<file path="src/rtl/sn54170_pkg.sv">
// Shared types and defaults for the SN54170 register-file sequencer.
// Requester ids double as the round-robin pointer encoding.
package sn54170_pkg;

   localparam int unsigned DefDataW = 4;
   localparam int unsigned DefAddrW = 2;

   typedef enum logic [2:0] {
      StIdle,
      StWrSetup,
      StWrPulse,
      StWrHold,
      StRdAddr,
      StDone
   } state_e;

   typedef enum logic {
      ReqA = 1'b0,
      ReqB = 1'b1
   } req_id_e;

endpackage

</file>
<file path="src/rtl/rr_arbiter2.sv">
// Two-way round-robin arbiter: a lone request wins, a tie goes to the side not granted last.
module rr_arbiter2
   import sn54170_pkg::*;
(
   input  logic       clk,
   input  logic       rst,
   input  logic [1:0] req,
   input  logic       grant_take,
   output logic [1:0] grant
);

   req_id_e last_q;

   always_comb begin
      grant = req;
      if (req == 2'b11) begin
         grant = (last_q == ReqB) ? 2'b01 : 2'b10;
      end
   end

   always_ff @(posedge clk) begin
      if (rst) begin
         last_q <= ReqB;
      end else if (grant_take && (grant != 2'b00)) begin
         last_q <= grant[1] ? ReqB : ReqA;
      end
   end

endmodule

</file>
<file path="src/rtl/sn54170_ctrl.sv">
// Sequencer/arbiter in front of the SN54170 4x4 register file. Every rf_* control
// line comes straight from a flop so the transparent write latch never sees glitches.
module sn54170_ctrl
   import sn54170_pkg::*;
#(
   parameter int unsigned DATA_W = DefDataW,
   parameter int unsigned ADDR_W = DefAddrW
) (
   input  logic              clk,
   input  logic              rst,
   input  logic              a_req,
   input  logic              a_we,
   input  logic [ADDR_W-1:0] a_addr,
   input  logic [DATA_W-1:0] a_wdata,
   output logic              a_ack,
   output logic [DATA_W-1:0] a_rdata,
   input  logic              b_req,
   input  logic              b_we,
   input  logic [ADDR_W-1:0] b_addr,
   input  logic [DATA_W-1:0] b_wdata,
   output logic              b_ack,
   output logic [DATA_W-1:0] b_rdata,
   output logic [DATA_W-1:0] rf_data_in,
   output logic              rf_wr_enb,
   output logic [ADDR_W-1:0] rf_wr_sel,
   output logic              rf_rd_enb,
   output logic [ADDR_W-1:0] rf_rd_sel,
   input  logic [DATA_W-1:0] rf_data_out,
   output logic              busy
);

   state_e              state_q, state_d;
   req_id_e             id_q, id_d;
   logic                wr_enb_q, wr_enb_d;
   logic                rd_enb_q, rd_enb_d;
   logic [ADDR_W-1:0]   wr_sel_q, wr_sel_d;
   logic [ADDR_W-1:0]   rd_sel_q, rd_sel_d;
   logic [DATA_W-1:0]   data_in_q, data_in_d;
   logic                a_ack_q, a_ack_d;
   logic                b_ack_q, b_ack_d;
   logic [DATA_W-1:0]   a_rdata_q, a_rdata_d;
   logic [DATA_W-1:0]   b_rdata_q, b_rdata_d;
   logic                busy_q;

   logic [1:0]          grant;
   logic                grant_take;
   logic                win_we;
   logic [ADDR_W-1:0]   win_addr;
   logic [DATA_W-1:0]   win_wdata;

   rr_arbiter2 u_arb (
      .clk        (clk),
      .rst        (rst),
      .req        ({b_req, a_req}),
      .grant_take (grant_take),
      .grant      (grant)
   );

   assign win_we    = grant[1] ? b_we    : a_we;
   assign win_addr  = grant[1] ? b_addr  : a_addr;
   assign win_wdata = grant[1] ? b_wdata : a_wdata;

   always_comb begin
      state_d    = state_q;
      id_d       = id_q;
      wr_enb_d   = 1'b1;
      rd_enb_d   = 1'b1;
      wr_sel_d   = wr_sel_q;
      rd_sel_d   = rd_sel_q;
      data_in_d  = data_in_q;
      a_ack_d    = 1'b0;
      b_ack_d    = 1'b0;
      a_rdata_d  = a_rdata_q;
      b_rdata_d  = b_rdata_q;
      grant_take = 1'b0;

      unique case (state_q)
         StIdle: begin
            if (grant != 2'b00) begin
               grant_take = 1'b1;
               id_d       = grant[1] ? ReqB : ReqA;
               if (win_we) begin
                  // Write sel/data only move here, so they are stable across the pulse.
                  state_d   = StWrSetup;
                  wr_sel_d  = win_addr;
                  data_in_d = win_wdata;
               end else begin
                  state_d  = StRdAddr;
                  rd_sel_d = win_addr;
                  rd_enb_d = 1'b0;
               end
            end
         end
         StWrSetup: begin
            state_d  = StWrPulse;
            wr_enb_d = 1'b0;
         end
         StWrPulse: begin
            state_d = StWrHold;
         end
         StWrHold: begin
            state_d = StDone;
            a_ack_d = (id_q == ReqA);
            b_ack_d = (id_q == ReqB);
         end
         StRdAddr: begin
            state_d = StDone;
            a_ack_d = (id_q == ReqA);
            b_ack_d = (id_q == ReqB);
            if (id_q == ReqA) begin
               a_rdata_d = rf_data_out;
            end else begin
               b_rdata_d = rf_data_out;
            end
         end
         StDone: begin
            state_d = StIdle;
         end
         default: begin
            state_d = StIdle;
         end
      endcase
   end

   always_ff @(posedge clk) begin
      if (rst) begin
         state_q   <= StIdle;
         id_q      <= ReqA;
         wr_enb_q  <= 1'b1;
         rd_enb_q  <= 1'b1;
         wr_sel_q  <= '0;
         rd_sel_q  <= '0;
         data_in_q <= '0;
         a_ack_q   <= 1'b0;
         b_ack_q   <= 1'b0;
         a_rdata_q <= '0;
         b_rdata_q <= '0;
         busy_q    <= 1'b0;
      end else begin
         state_q   <= state_d;
         id_q      <= id_d;
         wr_enb_q  <= wr_enb_d;
         rd_enb_q  <= rd_enb_d;
         wr_sel_q  <= wr_sel_d;
         rd_sel_q  <= rd_sel_d;
         data_in_q <= data_in_d;
         a_ack_q   <= a_ack_d;
         b_ack_q   <= b_ack_d;
         a_rdata_q <= a_rdata_d;
         b_rdata_q <= b_rdata_d;
         busy_q    <= (state_d != StIdle);
      end
   end

   assign rf_wr_enb  = wr_enb_q;
   assign rf_rd_enb  = rd_enb_q;
   assign rf_wr_sel  = wr_sel_q;
   assign rf_rd_sel  = rd_sel_q;
   assign rf_data_in = data_in_q;
   assign a_ack      = a_ack_q;
   assign b_ack      = b_ack_q;
   assign a_rdata    = a_rdata_q;
   assign b_rdata    = b_rdata_q;
   assign busy       = busy_q;

endmodule

</file>
<file path="config.mk">
export PLATFORM = sky130hd
export DESIGN_NAME = sn54170_ctrl
export DESIGN_NICKNAME = d
export VERILOG_FILES = /design/src/rtl/sn54170_pkg.sv /design/src/rtl/rr_arbiter2.sv /design/src/rtl/sn54170_ctrl.sv
export SDC_FILE = /design/constraint.sdc
export NUM_CORES = 1
export LEC_CHECK = 0
export ABC_AREA = 1
export CORE_UTILIZATION = 46
export CTS_BUF_LIST = sky130_fd_sc_hd__clkbuf_4 sky130_fd_sc_hd__clkbuf_8 sky130_fd_sc_hd__clkbuf_16
export DETAILED_ROUTE_END_ITERATION = 8
export PLACE_DENSITY_LB_ADDON = 0.2
export SYNTH_ARGS = -nofsm -noshare
export SYNTH_HDL_FRONTEND = slang
export SYNTH_SLANG_ARGS = --single-unit
</file>
<file path="constraint.sdc">
create_clock -name clk -period 3.16 [get_ports clk]
set_input_delay 0.632 -clock clk [delete_from_list [all_inputs] [get_ports clk]]
set_output_delay 0.632 -clock clk [all_outputs]
set_load 0.1 [all_outputs]
</file>
## Word level (Yosys, flattened, before mapping)

Index checks and enable logic that the tools add are counted.

| operators by class | value |
|---|---|
| mux-type cells | 13 |
| bitwise logic cells | 5 |
| reductions and logical operators | 12 |
| eq/ne operators | 5 |

Operator list:

| cell | count |
|---|---|
| 3-bit one-hot mux with 4 select lines | 1 |
| 3-bit by 2-bit equality test with 1-bit output, second input constant | 2 |
| 1-bit two-way mux | 6 |
| 2-bit two-way mux | 3 |
| 3-bit two-way mux | 2 |
| 2-bit AND reduction | 3 |
| 3-bit AND reduction | 2 |
| 1-bit inverter | 5 |
| 4-bit two-way mux | 1 |
| 2-bit OR reduction | 2 |
| 3-bit by 1-bit equality test with 1-bit output, second input constant | 1 |
| 3-bit equality test, second input constant | 1 |
| 3-bit logical NOT | 1 |
| 3-bit nonzero test | 1 |
| 3-bit OR reduction | 1 |
| 2-bit equality test, second input constant | 1 |
| 2-bit nonzero test | 1 |
| 1-bit logical AND | 1 |

| storage, ports and cells | value |
|---|---|
| input bits | 22 |
| register bits after elaboration | 26 |
| word-level logic and storage cells | 48 |
| output and inout port bits | 21 |

## Depth between registers and ports, before layout

| logic depth | value |
|---|---|
| depth after elaboration | 7 |
| mapped depth | 9 |
| gate-level depth less buffers | 9 |

## Modules after synthesis

Synthesis repeated with hierarchy kept, for this count alone.

| second synthesis, totals | value |
|---|---|
| cell total of the unflattened synthesis | 152 |
| area, all modules | 1122.3 um^2 |

By module, submodules not included:

| module | area an instance (um^2) | seq. area each (um^2) | instances | cells each |
|---|---|---|---|---|
| sn54170_ctrl | 1053.5 | 500.5 | 1 | 142 |
| rr_arbiter2 | 68.8 | 20.0 | 1 | 10 |

## Worst setup path after synthesis

OpenSTA, ideal clock, no wires.

| timing | value |
|---|---|
| path type | reg-to-output |
| start | register data_in_q[0] (netlist: rf_data_in[0]) |
| end | output rf_data_in[0] |
| arrival | 0.925 ns |
| path buffers | 0 |
| data required time | 2.528 ns |
| setup slack | 1.603 ns |
| cell stages (with the launch flop) | 1 |
| path through | dfxtp_1 |

RTL lines:

| what | line | RTL |
|---|---|---|
| start, declared | sn54170_ctrl.sv:38 | `logic [DATA_W-1:0] data_in_q, data_in_d;` |
| start signal, assigned | sn54170_ctrl.sv:146 | `data_in_q <= data_in_d;` |
| end, declared | sn54170_ctrl.sv:23 | `output logic [DATA_W-1:0] rf_data_in,` |

No word-level cell between the ends.

## Worst setup path in the final report

| timing | value |
|---|---|
| start | input a_req |
| end | register wr_sel_q[0] (netlist: rf_wr_sel[0]) |

| between the ends | value |
|---|---|
| word-level cells in the longest chain between the ends | 4 |
| elaborated cells on any way between the ends | 6 |
| those cells by class | eq/ne (1); mux (3); reduce/logical (2) |

RTL lines:

| what | line | RTL |
|---|---|---|
| start, declared | sn54170_ctrl.sv:11 | `input logic a_req,` |
| 2-bit equality test | rr_arbiter2.sv:16 | `if (req == 2'b11) begin` |
| 2-bit two-way mux (*) | rr_arbiter2.sv:16 |  |
| 1-bit two-way mux or 2-bit nonzero test (tied branches) | sn54170_ctrl.sv:59, sn54170_ctrl.sv:79 |  |
| 3-bit AND reduction (no line) | n/a |  |
| end signal, assigned | sn54170_ctrl.sv:144 | `wr_sel_q <= wr_sel_d;` |
| end, declared | sn54170_ctrl.sv:36 | `logic [ADDR_W-1:0] wr_sel_q, wr_sel_d;` |

Every way passes the cells marked *; elsewhere a longest branch is shown, timed or not.
A chain may end at the register's enable or synchronous reset.

==> impl_metrics.ini <==
[global_route]
grt_first_pass_wirelength_um = 3770
grt_pass1_vias = 930
track_usage = 0.197
grt_overflow_total = 0
antenna_found_initial = 0
grt_max_degree = 21

[detailed_routing]
drc = 0
wl_per_cell_um = 11.1
firstDrtPassIters = 4
finalWirelength_um = 2480
avgViaCountPerCell = 4.71
dr.first_iter.drc_count = 13
ant_nets = 0
num_vias = 1051

[sta]
setup_tns_ps = 0
worstMarginPinSlew_ps = 520
maxSlewHeadroom = 0.653
rsz0062_at_grt = false
period_share = 0.530
finalClockSkew_ps = 4.50
fmax_mhz = 598
period_minus_slack_ps = 1670
drv_slew = 0
hold_violations = 0
setup_viol_count_final = 0

[job]
maxCapViolCount = 0

[clock_network]
post_cts_resized = 0
cts_tree = done
ctsHoldBuffers = 0
path_clk_slew_ps = 150
clockBufferDepth = 2
htreeDepth = 1
cts.sinks = 26
clk_latency_ps = 330
ctsRootBufferMaster = clkbuf_4
cts-buffers-inserted = 3
cts_setup_buffers = 0

[worst_setup_path]
reg2reg_slack_ps = 1940
r2r_start = u_arb.last_q$_SDFFE_PP1P_
slowest_delay_ps = 490
worstPathCellList = clkdlybuf4s50_1, nand2_1, nand2_2, nand2_2, nand2_4, nand2_4, inv_6, nand2_1, nand2_1, nor2_1
cp-start-kind = primary input
path_common_cell = nand2_1
cp_max_fo = 11
crit_family = simple AND/OR/NAND/NOR gates
worstRegToRegCells = 9
path_buf_inv = 2
cp-end-kind = register
crit_type = in -> reg
cp_slowest_cell = clkdlybuf4s50_1
arrival_ps = 1920
worstReg2RegEnd = rf_wr_sel[0]$_SDFFE_PP0P_
required_ps = 3400

[finish]
area_growth_syn_to_layout_pct = 39.3
drive_gt1_frac = 0.195
final_common_cell = nand2_1
finalInstanceArea_um2 = 1550
final_cell_mix = 36 x nand2_1, 26 x dfxtp_1
diodes = 0
fill_cells = 183
multi_input_area_um2 = 474
regArea_um2 = 520
postLayoutCoreUtil = 0.692
nets = 218

[placed_design]
placed_area_um2 = 1490
dp_hpwl_um = 1880
gp_congestion = 0.919
portBuffers = 42

[floorplanning]
io_pins = 43
dieWidth_um = 51.1
core_area_um2 = 2230
die_y_um = 51.1
die_area_um2 = 2610
core.rowCount = 17
start_util = 0.497

[synth]
synth_cells = 152
synth_cell_type_count = 18
synth.avg_cell_area_um2 = 7.30
syn_area_um2 = 1110
yosysWarnings = 0
syn_nets = 174
yosysSeqAreaShare = 0.469
ys_seq_elements = 26

[power_and_ir_drop]
power.density_nw_per_um2 = 960
leakage_uw = 0.000732
vdd_ir_drop_max_mv = 0.518

[hold_path]
hold_path_depth = 2
min_to = b_rdata[2]$_SDFFE_PP0P_
worstHoldStart = b_rdata[2]$_SDFFE_PP0P_
hp-class = reg -> reg

[outcome]
status = complete, no violations
## cell families (layout without fill, tap and decap cells)
| kind of cell | after synthesis | in the layout | share of synthesized area |
|---|---|---|---|
| AOI/OAI and AO/OA | 24 | 24 | 0.108 |
| buffers and inverters | 27 | 70 | 0.104 |
| DFF | 26 | 26 | 0.469 |
| and+or+nand+nor | 75 | 75 | 0.319 |
## worst register-to-register path: stages, from the launching register on
cell and delay [ps]:
dfxtp_1 360, nand2_1 90, nand2_2 190, nand2_2 90
nand2_4 90, nand2_4 80, inv_6 80, nand2_1 50
nand2_1 60, nor2_1 50
## area by class of cell
| class | count | area share |
|---|---|---|
| multi-input cells | 99 | 0.307 |
| flip-flops and latches | 26 | 0.337 |
| clock buffers | 3 | 0.0146 |
| well taps | 28 | 0.0227 |
| clock inverters | 1 | 0.0194 |
| repair buffers | 42 | 0.238 |
| inverters | 24 | 0.0623 |
## sequential cells by signal, summed over array words and instances, names as in the netlist, 2 cells and up
register,flops
rf_rd_sel,2
b_rdata,4
rf_data_in,4
rf_wr_sel,2
a_rdata,4
state_q,3
## how the worst max path moves through the flow
| stage | from | end | slack, ps | depth (start not counted) |
|---|---|---|---|---|
| 6_report | a_req | rf_wr_sel[0]$_SDFFE_PP0P_ | 1490 | 10 |
| 4_1_cts | a_req | rf_wr_sel[0]$_SDFFE_PP0P_ | 1500 | 10 |
| 5_1_grt | a_req | rf_wr_sel[0]$_SDFFE_PP0P_ | 1380 | 10 |
| 2_1_floorplan | rf_data_in[0]$_SDFFE_PP0P_ | rf_data_in[0] | 1600 | 0 |
| 3_5_place_dp | a_req | rf_wr_sel[0]$_SDFFE_PP0P_ | 1140 | 10 |
| 3_3_place_gp | a_req | rf_wr_sel[1]$_SDFFE_PP0P_ | 1180 | 10 |
## per-stage QoR
stage	hold WS, ps	setup WS, ps	instances	power (uW)
global placement	433	1180	219	1250
CTS	464	1500	223	1500
floorplan	426	1600	152	1100
global route	478	1380	223	1550
finish	459	1490	223	1480
detailed placement	444	1140	219	1260
## Yosys cell counts, drive strengths merged
| master | count | area share |
|---|---|---|
| clkinv | 1 | 0.0045 |
| buf | 1 | 0.010 |
| o21ai | 15 | 0.068 |
| nand2 | 42 | 0.17 |
| nor2 | 25 | 0.11 |
| a21oi | 9 | 0.041 |
| inv | 23 | 0.082 |
| nand3 | 7 | 0.032 |
| dfxtp | 26 | 0.47 |
| clkbuf | 2 | 0.0068 |
| nand3b | 1 | 0.0068 |
## per-layer routing
metal  global-route usage  vias up  part of all wire
li1                     -      552                 -
met5                    0        -                 0
met3               0.0298        6             0.027
met4                0.125        0             0.019
met1                0.228      471              0.44
met2                0.336       22              0.51
## power breakdown
| group | switching, uW | total [uW] | internal, uW |
|---|---|---|---|
| clock network | 103 | 231 | 128 |
| logic | 616 | 803 | 187 |
| registers | 46.6 | 451 | 405 |
Power figures use the tool's default switching activity.
